--- config.mk ---
export PLATFORM = sky130hd
export DESIGN_NAME = speed_pi_pwm_flat
export DESIGN_NICKNAME = d
export VERILOG_FILES = /design/src/rtl/speed_pi_pwm_if.sv /design/src/rtl/speed_pi_pwm.sv /design/src/flat_wrapper.sv
export SDC_FILE = /design/constraint.sdc
export NUM_CORES = 1
export LEC_CHECK = 0
export CAP_MARGIN = 20
export CORE_UTILIZATION = 56
export CTS_CLUSTER_SIZE = 14
export DETAILED_ROUTE_END_ITERATION = 10
export PLACE_DENSITY = 0.76
export SETUP_SLACK_MARGIN = 0.2
export SYNTH_ARGS = -nofsm -noshare
export SYNTH_HDL_FRONTEND = slang
export SYNTH_SLANG_ARGS = --single-unit
--- constraint.sdc ---
create_clock -name clk -period 4.2 [get_ports clk]
set_clock_uncertainty 0.1 [all_clocks]
set_input_delay 0.84 -clock clk [delete_from_list [all_inputs] [get_ports clk]]
set_output_delay 0.84 -clock clk [all_outputs]
set_load 0.005 [all_outputs]
--- src/rtl/speed_pi_pwm_if.sv ---
// Control/status bundle between one motor's speed loop and its supervisor.
// The slave side is the speed stage, and the master side is the controlling logic.
interface speed_pi_pwm_if;
    logic              enable;
    logic [7:0]        setpoint;
    logic [7:0]        speed_in;
    logic              pwm_out;
    logic [7:0]        duty;
    logic signed [8:0] speed_err;
    logic              sat_hi;
    logic              sat_lo;
    logic              upd;

    modport slave (
        input  enable, setpoint, speed_in,
        output pwm_out, duty, speed_err, sat_hi, sat_lo, upd
    );

    modport master (
        output enable, setpoint, speed_in,
        input  pwm_out, duty, speed_err, sat_hi, sat_lo, upd
    );
endinterface

--- src/rtl/speed_pi_pwm.sv ---
// Per-window saturating PI speed loop for one motor, with a double-buffered 8-bit PWM.
// The loop computes one duty value per sample window and applies it at the next PWM period boundary.
module speed_pi_pwm #(
    parameter int SAMPLE_PERIOD = 55610,
    parameter int KP            = 4,
    parameter int KI            = 1,
    parameter int SHIFT         = 2,
    parameter int INT_LIM       = 4095
) (
    input  logic          clk,
    input  logic          reset,
    speed_pi_pwm_if.slave bus
);

    localparam int                WIN_W    = (SAMPLE_PERIOD > 1) ? $clog2(SAMPLE_PERIOD) : 1;
    localparam logic [WIN_W-1:0]  WIN_LAST = WIN_W'(SAMPLE_PERIOD - 1);
    localparam logic signed [16:0] LIM_P   = 17'(INT_LIM);
    localparam logic signed [16:0] LIM_N   = 17'(-INT_LIM);
    localparam logic signed [23:0] KP_S    = 24'(KP);
    localparam logic signed [23:0] KI_S    = 24'(KI);

    // Each state is named for the work that was registered on entry to it.
    typedef enum logic [2:0] {
        S_IDLE    = 3'd0,
        S_CAPTURE = 3'd1,
        S_INTEG   = 3'd2,
        S_MULT    = 3'd3,
        S_SUM     = 3'd4
    } state_t;

    state_t             r_state;
    logic [WIN_W-1:0]   r_win_cnt;
    logic [7:0]         r_pwm_cnt;
    logic signed [8:0]  r_err_p0;
    logic signed [15:0] r_integ_p1;
    logic signed [23:0] r_p_p2;
    logic signed [23:0] r_i_p2;
    logic [7:0]         r_duty_pend;
    logic [7:0]         r_duty_act;
    logic signed [8:0]  r_speed_err;
    logic               r_sat_hi;
    logic               r_sat_lo;
    logic               r_upd;

    logic               w_strobe;
    logic               w_pwm_wrap;
    logic               w_hold;
    logic               w_load_new;
    logic signed [16:0] w_integ_sum;
    logic signed [23:0] w_err_ext;
    logic signed [23:0] w_integ_ext;
    logic signed [23:0] w_u;
    logic [7:0]         w_u_sat;
    logic               w_u_hi;
    logic               w_u_lo;

    function automatic logic signed [15:0] clamp_integ(input logic signed [16:0] x);
        logic signed [16:0] c;
        if (x > LIM_P)
            c = LIM_P;
        else if (x < LIM_N)
            c = LIM_N;
        else
            c = x;
        return c[15:0];
    endfunction

    function automatic logic [7:0] sat_u8(input logic signed [23:0] u);
        if (u < 24'sd0)
            return 8'd0;
        else if (u > 24'sd255)
            return 8'hFF;
        else
            return u[7:0];
    endfunction

    assign w_strobe    = (r_win_cnt == WIN_LAST);
    assign w_pwm_wrap  = (r_pwm_cnt == 8'hFF);
    assign w_integ_sum = {r_integ_p1[15], r_integ_p1} + {{8{r_err_p0[8]}}, r_err_p0};
    assign w_err_ext   = {{15{r_err_p0[8]}}, r_err_p0};
    assign w_integ_ext = {{8{r_integ_p1[15]}}, r_integ_p1};
    assign w_u         = (r_p_p2 + r_i_p2) >>> SHIFT;
    assign w_u_sat     = sat_u8(w_u);
    assign w_u_hi      = (w_u > 24'sd255);
    assign w_u_lo      = (w_u < 24'sd0);
    // Anti-windup is based on the saturation flags from the previous window.
    assign w_hold      = (r_sat_hi && (r_err_p0 > 9'sd0)) || (r_sat_lo && (r_err_p0 < 9'sd0));
    // A duty value produced on a period boundary goes straight into the active buffer.
    assign w_load_new  = (r_state == S_MULT);

    always_ff @(posedge clk or negedge reset) begin
        if (!reset) begin
            r_win_cnt <= '0;
            r_pwm_cnt <= '0;
        end else begin
            r_win_cnt <= w_strobe ? '0 : r_win_cnt + WIN_W'(1);
            r_pwm_cnt <= r_pwm_cnt + 8'd1;
        end
    end

    always_ff @(posedge clk or negedge reset) begin
        if (!reset) begin
            r_state     <= S_IDLE;
            r_err_p0    <= '0;
            r_integ_p1  <= '0;
            r_p_p2      <= '0;
            r_i_p2      <= '0;
            r_duty_pend <= '0;
            r_duty_act  <= '0;
            r_speed_err <= '0;
            r_sat_hi    <= 1'b0;
            r_sat_lo    <= 1'b0;
            r_upd       <= 1'b0;
        end else begin
            r_upd <= 1'b0;
            if (!bus.enable) begin
                r_state     <= S_IDLE;
                r_integ_p1  <= '0;
                r_duty_pend <= '0;
                r_duty_act  <= '0;
                r_sat_hi    <= 1'b0;
                r_sat_lo    <= 1'b0;
            end else begin
                if (w_pwm_wrap)
                    r_duty_act <= w_load_new ? w_u_sat : r_duty_pend;
                case (r_state)
                    // p0: capture the error for this window
                    S_IDLE: begin
                        if (w_strobe) begin
                            r_err_p0 <= $signed({1'b0, bus.setpoint}) - $signed({1'b0, bus.speed_in});
                            r_state  <= S_CAPTURE;
                        end
                    end
                    // p1: update the integrator, clamped
                    S_CAPTURE: begin
                        if (!w_hold)
                            r_integ_p1 <= clamp_integ(w_integ_sum);
                        r_state <= S_INTEG;
                    end
                    // p2: compute the gain products
                    S_INTEG: begin
                        r_p_p2  <= KP_S * w_err_ext;
                        r_i_p2  <= KI_S * w_integ_ext;
                        r_state <= S_MULT;
                    end
                    // output: shift, saturate, and publish the result
                    S_MULT: begin
                        r_duty_pend <= w_u_sat;
                        r_sat_hi    <= w_u_hi;
                        r_sat_lo    <= w_u_lo;
                        r_speed_err <= r_err_p0;
                        r_upd       <= 1'b1;
                        r_state     <= S_SUM;
                    end
                    S_SUM:   r_state <= S_IDLE;
                    default: r_state <= S_IDLE;
                endcase
            end
        end
    end

    assign bus.pwm_out   = (r_pwm_cnt < r_duty_act);
    assign bus.duty      = r_duty_act;
    assign bus.speed_err = r_speed_err;
    assign bus.sat_hi    = r_sat_hi;
    assign bus.sat_lo    = r_sat_lo;
    assign bus.upd       = r_upd;

endmodule

--- src/flat_wrapper.sv ---
// flat-port wrapper written by rule: the top's interface ports become plain ports
module speed_pi_pwm_flat 
#(
    parameter int SAMPLE_PERIOD = 55610,
    parameter int KP            = 4,
    parameter int KI            = 1,
    parameter int SHIFT         = 2,
    parameter int INT_LIM       = 4095
)
  (clk, reset, bus_enable, bus_setpoint, bus_speed_in, bus_pwm_out, bus_duty, bus_speed_err, bus_sat_hi, bus_sat_lo, bus_upd);
  speed_pi_pwm_if bus_i ();
  input  logic clk;
  input  logic reset;
  input wire logic [$bits(bus_i.enable)-1:0] bus_enable;
  input wire logic [$bits(bus_i.setpoint)-1:0] bus_setpoint;
  input wire logic [$bits(bus_i.speed_in)-1:0] bus_speed_in;
  output wire logic [$bits(bus_i.pwm_out)-1:0] bus_pwm_out;
  output wire logic [$bits(bus_i.duty)-1:0] bus_duty;
  output wire logic [$bits(bus_i.speed_err)-1:0] bus_speed_err;
  output wire logic [$bits(bus_i.sat_hi)-1:0] bus_sat_hi;
  output wire logic [$bits(bus_i.sat_lo)-1:0] bus_sat_lo;
  output wire logic [$bits(bus_i.upd)-1:0] bus_upd;
  assign bus_i.enable = bus_enable;
  assign bus_i.setpoint = bus_setpoint;
  assign bus_i.speed_in = bus_speed_in;
  assign bus_pwm_out = bus_i.pwm_out;
  assign bus_duty = bus_i.duty;
  assign bus_speed_err = bus_i.speed_err;
  assign bus_sat_hi = bus_i.sat_hi;
  assign bus_sat_lo = bus_i.sat_lo;
  assign bus_upd = bus_i.upd;
  speed_pi_pwm #(.SAMPLE_PERIOD(SAMPLE_PERIOD), .KP(KP), .KI(KI), .SHIFT(SHIFT), .INT_LIM(INT_LIM)) u_core (.clk(clk), .reset(reset), .bus(bus_i));
endmodule
Word level (Yosys, flattened, before mapping)
Index checks and enable logic that the tools add are counted.

Flip-flop bits (word level): 105. Latch bits: 0. Memory bits (writable): 0. ROM bits: 0. Output and inout bits: 21. Logic and storage cells: 64. Memories: 0.

Add/sub/neg operators: 5. Multiply operators: 0. Divide/modulo/power cells: 0. Magnitude comparators: 7. Equality and inequality tests: 10. Shift operators: 0. Multiplexer cells: 21. Bitwise gates (word level): 0. Reductions and logical operators: 8.

Operators with widths (count): $mux W16 (6); $mux W8 (6); $add A11 B16 Y17 (1); $add A16 B9 Y17 (1); $gt A17 B13 Y1 const B (1); $lt A17 B13 Y1 const B (1); $add A16 B1 Y16 const B (1); $eq A16 B16 Y1 const B (1); $gt A15 B9 Y1 const B (1); $lt A15 B1 Y1 const B (1); $pmux W3 S4 (1); $gt A9 B1 Y1 const B (1); $lt A9 B1 Y1 const B (1); $sub A8 B8 Y9 (1); $add A8 B1 Y8 const B (1); $eq A8 B8 Y1 const B (1); $lt A8 B8 Y1 (1); $eq A3 B2 Y1 const B (2); $mux W1 (6); $mux W3 (2); $ne A2 B1 Y1 const B (3); $reduce_and A2 Y1 (3); $eq A3 B1 Y1 const B (1); $logic_not A3 Y1 (1); other kinds (5) (6).

Longest topological paths before layout
Depth in word-level cells: 7. Mapped depth: 12. Gate-level depth less buffers: 11.

Worst setup path before layout
OpenSTA, ideal clock, no wires.

Kind: reg2reg. From: reg u_core.r_i_p2[2]. To: reg u_core.r_duty_act[2] (netlist: u_core.bus.duty[2]). Setup time: 126 ps. Data arrival time: 2714 ps. Required time: 3974 ps. Setup slack: 1260 ps. Stages on the path, launching flop included: 11. Path buffers: 0. Cell sequence: dfrtp_1 > ha_1 > fa_1 > a21o_1 > a21oi_1 > o21ai_1 > a41o_1 > a31oi_1 > a21oi_1 > and2_1 > a221o_1.

Longest elaborated chain between the ends: 7. Elaborated cells on any way between the ends: 8. Classes of those cells: add/sub (1); order compare (2); mux (5).

RTL lines: start, declared (RTL line speed_pi_pwm.sv:37) `logic signed [23:0] r_i_p2;`; start signal, assigned (RTL line speed_pi_pwm.sv:143) `r_i_p2 <= KI_S * w_integ_ext;`; $add A11 B16 Y17 (*) (RTL line speed_pi_pwm.sv:82) `assign w_u = (r_p_p2 + r_i_p2) >>> SHIFT;`; $gt A15 B9 Y1 (RTL line speed_pi_pwm.sv:71) `else if (u > 24'sd255)`; $mux W8 (RTL line speed_pi_pwm.sv:71); $mux W8 (*) (RTL line speed_pi_pwm.sv:69) `if (u < 24'sd0)`; $mux W8 (*) (RTL line speed_pi_pwm.sv:125) `r_duty_act <= w_load_new ? w_u_sat : r_duty_pend;`; $mux W8 (*) (RTL line speed_pi_pwm.sv:124) `if (w_pwm_wrap)`; $mux W8 (*) (RTL line speed_pi_pwm.sv:116) `if (!bus.enable) begin`; end signal, assigned (RTL line speed_pi_pwm.sv:125); end, declared (RTL line speed_pi_pwm.sv:39) `logic [7:0] r_duty_act;`.

Mark *: on every way between the ends. The rest lies on a longest branch, timed or not. The select of a mux whose other input is x is not followed. A chain may end at the register's enable or synchronous reset.

Worst setup path in the final report
From: reg u_core.r_duty_act[1] (netlist: u_core.bus.duty[1]). To: out bus_pwm_out.

Longest elaborated chain between the ends: 1.

RTL lines: $lt A8 B8 Y1 (RTL line speed_pi_pwm.sv:162) `assign bus.pwm_out = (r_pwm_cnt < r_duty_act);`; end, declared (RTL line flat_wrapper.sv:17) `output wire logic [$bits(bus_i.pwm_out)-1:0] bus_pwm_out;`.

No other way between the ends.

==> flow_metrics.env <==
export IMPL_status="completed"
export IMPL_post_drt_via_cell_ratio=6.05
export IMPL_crit_fanout=3
export IMPL_clkSlewWorstSetupHoldPaths_ns=0.07
export IMPL_synthFlopType="dfrtp_1"
export IMPL_hold_buffers=0
export IMPL_die_area_um2=11900
export IMPL_setup_viol_count_final=0
export IMPL_ys_types=79
export IMPL_maxCapViolCount=0
export IMPL_synth_edf_count=0
export IMPL_ant_nets=0
export IMPL_syn_area_um2=6410
export IMPL_powerDensity_nw_per_um2=267
export IMPL_first_global_vias=4933
export IMPL_area_sequential_um2=2580
export IMPL_numPortBuffers=39
export IMPL_drt_total_wl_mm=13.9
export IMPL_cts_root_buffer="clkbuf_16"
export IMPL_cts_buffers=9
export IMPL_post_route_period_util=0.866
export IMPL_synth_compound_area_frac=0.198
export IMPL_drv_slew=0
export IMPL_track_usage=0.250
export IMPL_drtIter0Drc=259
export IMPL_synth_fa_ha_area_frac=0.103
export IMPL_pwr_share_clk=0.438
export IMPL_postCtsSetupBuffers=0
export IMPL_cts_tree="yes"
export IMPL_swShare=0.222
export IMPL_rows=38
export IMPL_reg2regPathDepth=12
export IMPL_diodes=0
export IMPL_wire_per_inst_um=16.4
export IMPL_drt_pass1_iter_count=4
export IMPL_synth_simple_area_share=0.169
export IMPL_htreeDepth=3
export IMPL_combPwrFrac=0.047
export IMPL_max_freq_ghz=0.275
export IMPL_power_w=0.00193
export IMPL_rsz0062_at_grt="no"
export IMPL_ys_ff_latch=103
export IMPL_fp_dieH_um=109
export IMPL_async_reset_ff_frac=1.00
export IMPL_syn_nets=733
export IMPL_internal_power_w=0.00150
export IMPL_power_leakage_nw=3.60
export IMPL_syn_instance_count=663
export IMPL_gr_total_overflow=0
export IMPL_place_detailed_hpwl_mm=10.6
export IMPL_drc=0
export IMPL_worst_slew_pin_slew_ns=0.966
export IMPL_drive_gt1_frac=0.100
export IMPL_initial_core_util=0.584
export IMPL_hold_path_class="in2async"
export IMPL_yosysWarnings=0
export IMPL_synth_xor_area_frac=0.0451
export IMPL_regToRegStartpoint="u_core.r_err_p0[0]$_DFFE_PN0P_"
export IMPL_core_area_um2=11000
export IMPL_slew_headroom=0.354
export IMPL_ys_seq_area_frac=0.402
export IMPL_die_w_um=109
export IMPL_ir_drop_v=0.000240
export IMPL_finalHoldViolCount=0
export IMPL_grt_pass1_wl_mm=23.1
export IMPL_place_congestion=0.896
export IMPL_antenna_found_initial=0
export IMPL_ios=40
export IMPL_finalNetCount=772
export IMPL_tns_ns=0
export IMPL_post_place_ws_ns=0.814
export IMPL_area_growth_syn_to_layout_pct=12.8
export IMPL_cts_resized=0
export IMPL_cts_sinks=103
export IMPL_vias=5123
export IMPL_nFillCells=920
export IMPL_worstSkewPairLatency_ns=0.35
export IMPL_cts_path_max_buffers=2
export IMPL_path_class="reg2out"
export IMPL_syn_avg_cell_area_um2=9.67
export IMPL_synth_top_family_by_area="compound AO/OA/AOI/OAI gates"
export IMPL_layout_min_cycle_time_ns=3.64
export IMPL_crit_path_end_kind="primary output"
export IMPL_grt_start_max_net_pins=42
export IMPL_muxShareOfSynthArea=0.0420
export IMPL_rr_endpoint="u_core.r_integ_p1[5]$_DFFE_PN0P_"
export IMPL_cp_data_arrival_time_ns=2.70
export IMPL_p_seq_frac=0.515
export IMPL_worstPathRequired_ns=3.26
export IMPL_multi_input_area_um2=3570
export IMPL_setup_ws_ns=0.565
export IMPL_start_kind="flop"
export IMPL_r2r_slack_ns=0.86
export IMPL_switchingPower_w=0.000429
==> layer usage <==
metal | GRT usage | vias to the layer above | part of all wire
met5 | 0 | - | 0
met4 | 0.112 | 0 | 0.027
met3 | 0.0293 | 29 | 0.033
met2 | 0.425 | 101 | 0.50
met1 | 0.318 | 2506 | 0.44
li1 | - | 2487 | -
==> how the worst max path moves through the flow <==
stage	start	end	depth (start not counted)
finish	u_core.bus.duty[1]$_DFFE_PN0P_	bus_pwm_out	10
global route	u_core.bus.duty[1]$_DFFE_PN0P_	bus_pwm_out	10
CTS	u_core.bus.duty[1]$_DFFE_PN0P_	bus_pwm_out	10
detailed placement	bus_enable	u_core.bus.duty[4]$_DFFE_PN0P_	9
global placement	bus_enable	u_core.bus.duty[5]$_DFFE_PN0P_	9
floorplan	u_core.r_i_p2[2]$_DFFE_PN0P_	u_core.bus.duty[2]$_DFFE_PN0P_	10
==> cells in the mapped netlist (3+ instances only) <==
| cell type | number | share of area |
|---|---|---|
| ha_1 | 48 | 0.094 |
| a211o_1 | 4 | 0.0055 |
| mux2_2 | 23 | 0.040 |
| nand2_1 | 74 | 0.043 |
| a21o_1 | 18 | 0.021 |
| o22ai_1 | 4 | 0.0039 |
| fa_1 | 3 | 0.0094 |
| o21a_1 | 4 | 0.0047 |
| nand4_1 | 3 | 0.0029 |
| a31oi_1 | 6 | 0.0059 |
| and2_1 | 5 | 0.0049 |
| a221o_1 | 4 | 0.0062 |
| and3_1 | 14 | 0.014 |
| a22o_1 | 4 | 0.0055 |
| nand3_1 | 16 | 0.012 |
| nor2_1 | 39 | 0.023 |
| dfrtp_1 | 103 | 0.40 |
| xor2_1 | 13 | 0.018 |
| o211ai_1 | 5 | 0.0059 |
| a211oi_1 | 12 | 0.014 |
| nor2b_1 | 6 | 0.0059 |
| nor3_1 | 7 | 0.0055 |
| buf_1 | 3 | 0.0018 |
| nor3b_1 | 3 | 0.0035 |
| nor4_1 | 4 | 0.0039 |
| inv_1 | 43 | 0.025 |
| o21ai_1 | 4 | 0.0031 |
| o21ai_0 | 28 | 0.022 |
| nand2b_1 | 7 | 0.0068 |
| or4_1 | 4 | 0.0047 |
| clkbuf_1 | 10 | 0.0059 |
| nand3b_1 | 6 | 0.0070 |
| o21ai_2 | 10 | 0.014 |
| o21bai_1 | 5 | 0.0059 |
| a21oi_1 | 38 | 0.030 |
| or3_1 | 5 | 0.0049 |
| a2111oi_0 | 3 | 0.0041 |
| xnor2_1 | 20 | 0.027 |
| o31ai_1 | 6 | 0.0070 |
==> final cells by class <==
cell class                      count  area share
Clock buffer                       10      0.0317
Clock inverter                      6      0.0107
Inverter                           44      0.0228
Multi-Input combinational cell    499       0.494
Sequential cell                   103       0.357
Tap cell                          140      0.0242
Timing Repair Buffer               45      0.0599
==> critical path, cell delays in order, from the launching register on <==
cell and delay, ns:
dfrtp_1 0.37, inv_1 0.05, ha_1 0.29, a21o_1 0.16, a21o_1 0.18, a21o_1 0.17
a21o_1 0.17, a21o_1 0.17, a21o_1 0.17, a21oi_1 0.13, clkdlybuf4s50_1 0.51
==> state kept, by name (all words and copies together), names as in the netlist <==
name	cells
u_core.bus.upd	1
u_core.r_p_p2	9
u_core.r_duty_pend	8
u_core.bus.duty	8
u_core.r_i_p2	14
u_core.bus.sat_hi	1
u_core.bus.speed_err	9
u_core.r_err_p0	9
u_core.bus.sat_lo	1
u_core.r_state	3
u_core.r_win_cnt	16
u_core.r_integ_p1	16
u_core.r_pwm_cnt	8
==> per-stage QoR <==
step,area [µm²],cells,utilization,hold WS (ns)
2_1_floorplan,6410,663,-,0.344
3_3_place_gp,6920,831,0.630,0.363
5_1_grt,7230,847,0.658,0.409
6_report,7230,847,0.658,0.363
4_1_cts,7230,847,0.658,0.378
3_5_place_dp,6920,831,0.630,0.366
==> cells in the final DEF (no fill, tap or decap), drive strengths merged, types with 7 or more instances in the layout <==
cell type,netlist,routed
dfrtp,103,103
nand2,74,74
ha,48,48
inv,43,45
o21ai,42,42
nor2,39,39
a21oi,39,39
clkdlybuf4s50,0,38
mux2,23,23
xnor2,20,20
a21o,18,18
nand3,16,16
and3,15,15
xor2,13,13
a211oi,13,13
clkbuf,10,10
nand2b,7,7
nor3,7,7
buf,6,7
nor2b,7,7
o31ai,7,7
==> kinds of logic (layout without fill, tap and decap cells) <==
group,Yosys count,count (layout)
buf+inv,61,105
xor+xnor,33,33
mux,24,24
flops,103,103
fa+ha+maj,51,51
compound gates,180,180
simple gates,211,211
==> power by group through the flow <==
stage          combinational (W)  sequential (W)  clock (W)
2_1_floorplan          0.0000411         0.00101          0
3_3_place_gp           0.0000908         0.00101          0
3_5_place_dp           0.0000936         0.00101          0
4_1_cts                0.0000941        0.000995   0.000860
5_1_grt                 0.000105        0.000994   0.000900
6_report               0.0000914        0.000995   0.000847
Note: power is estimated with default switching activity, not from simulation.
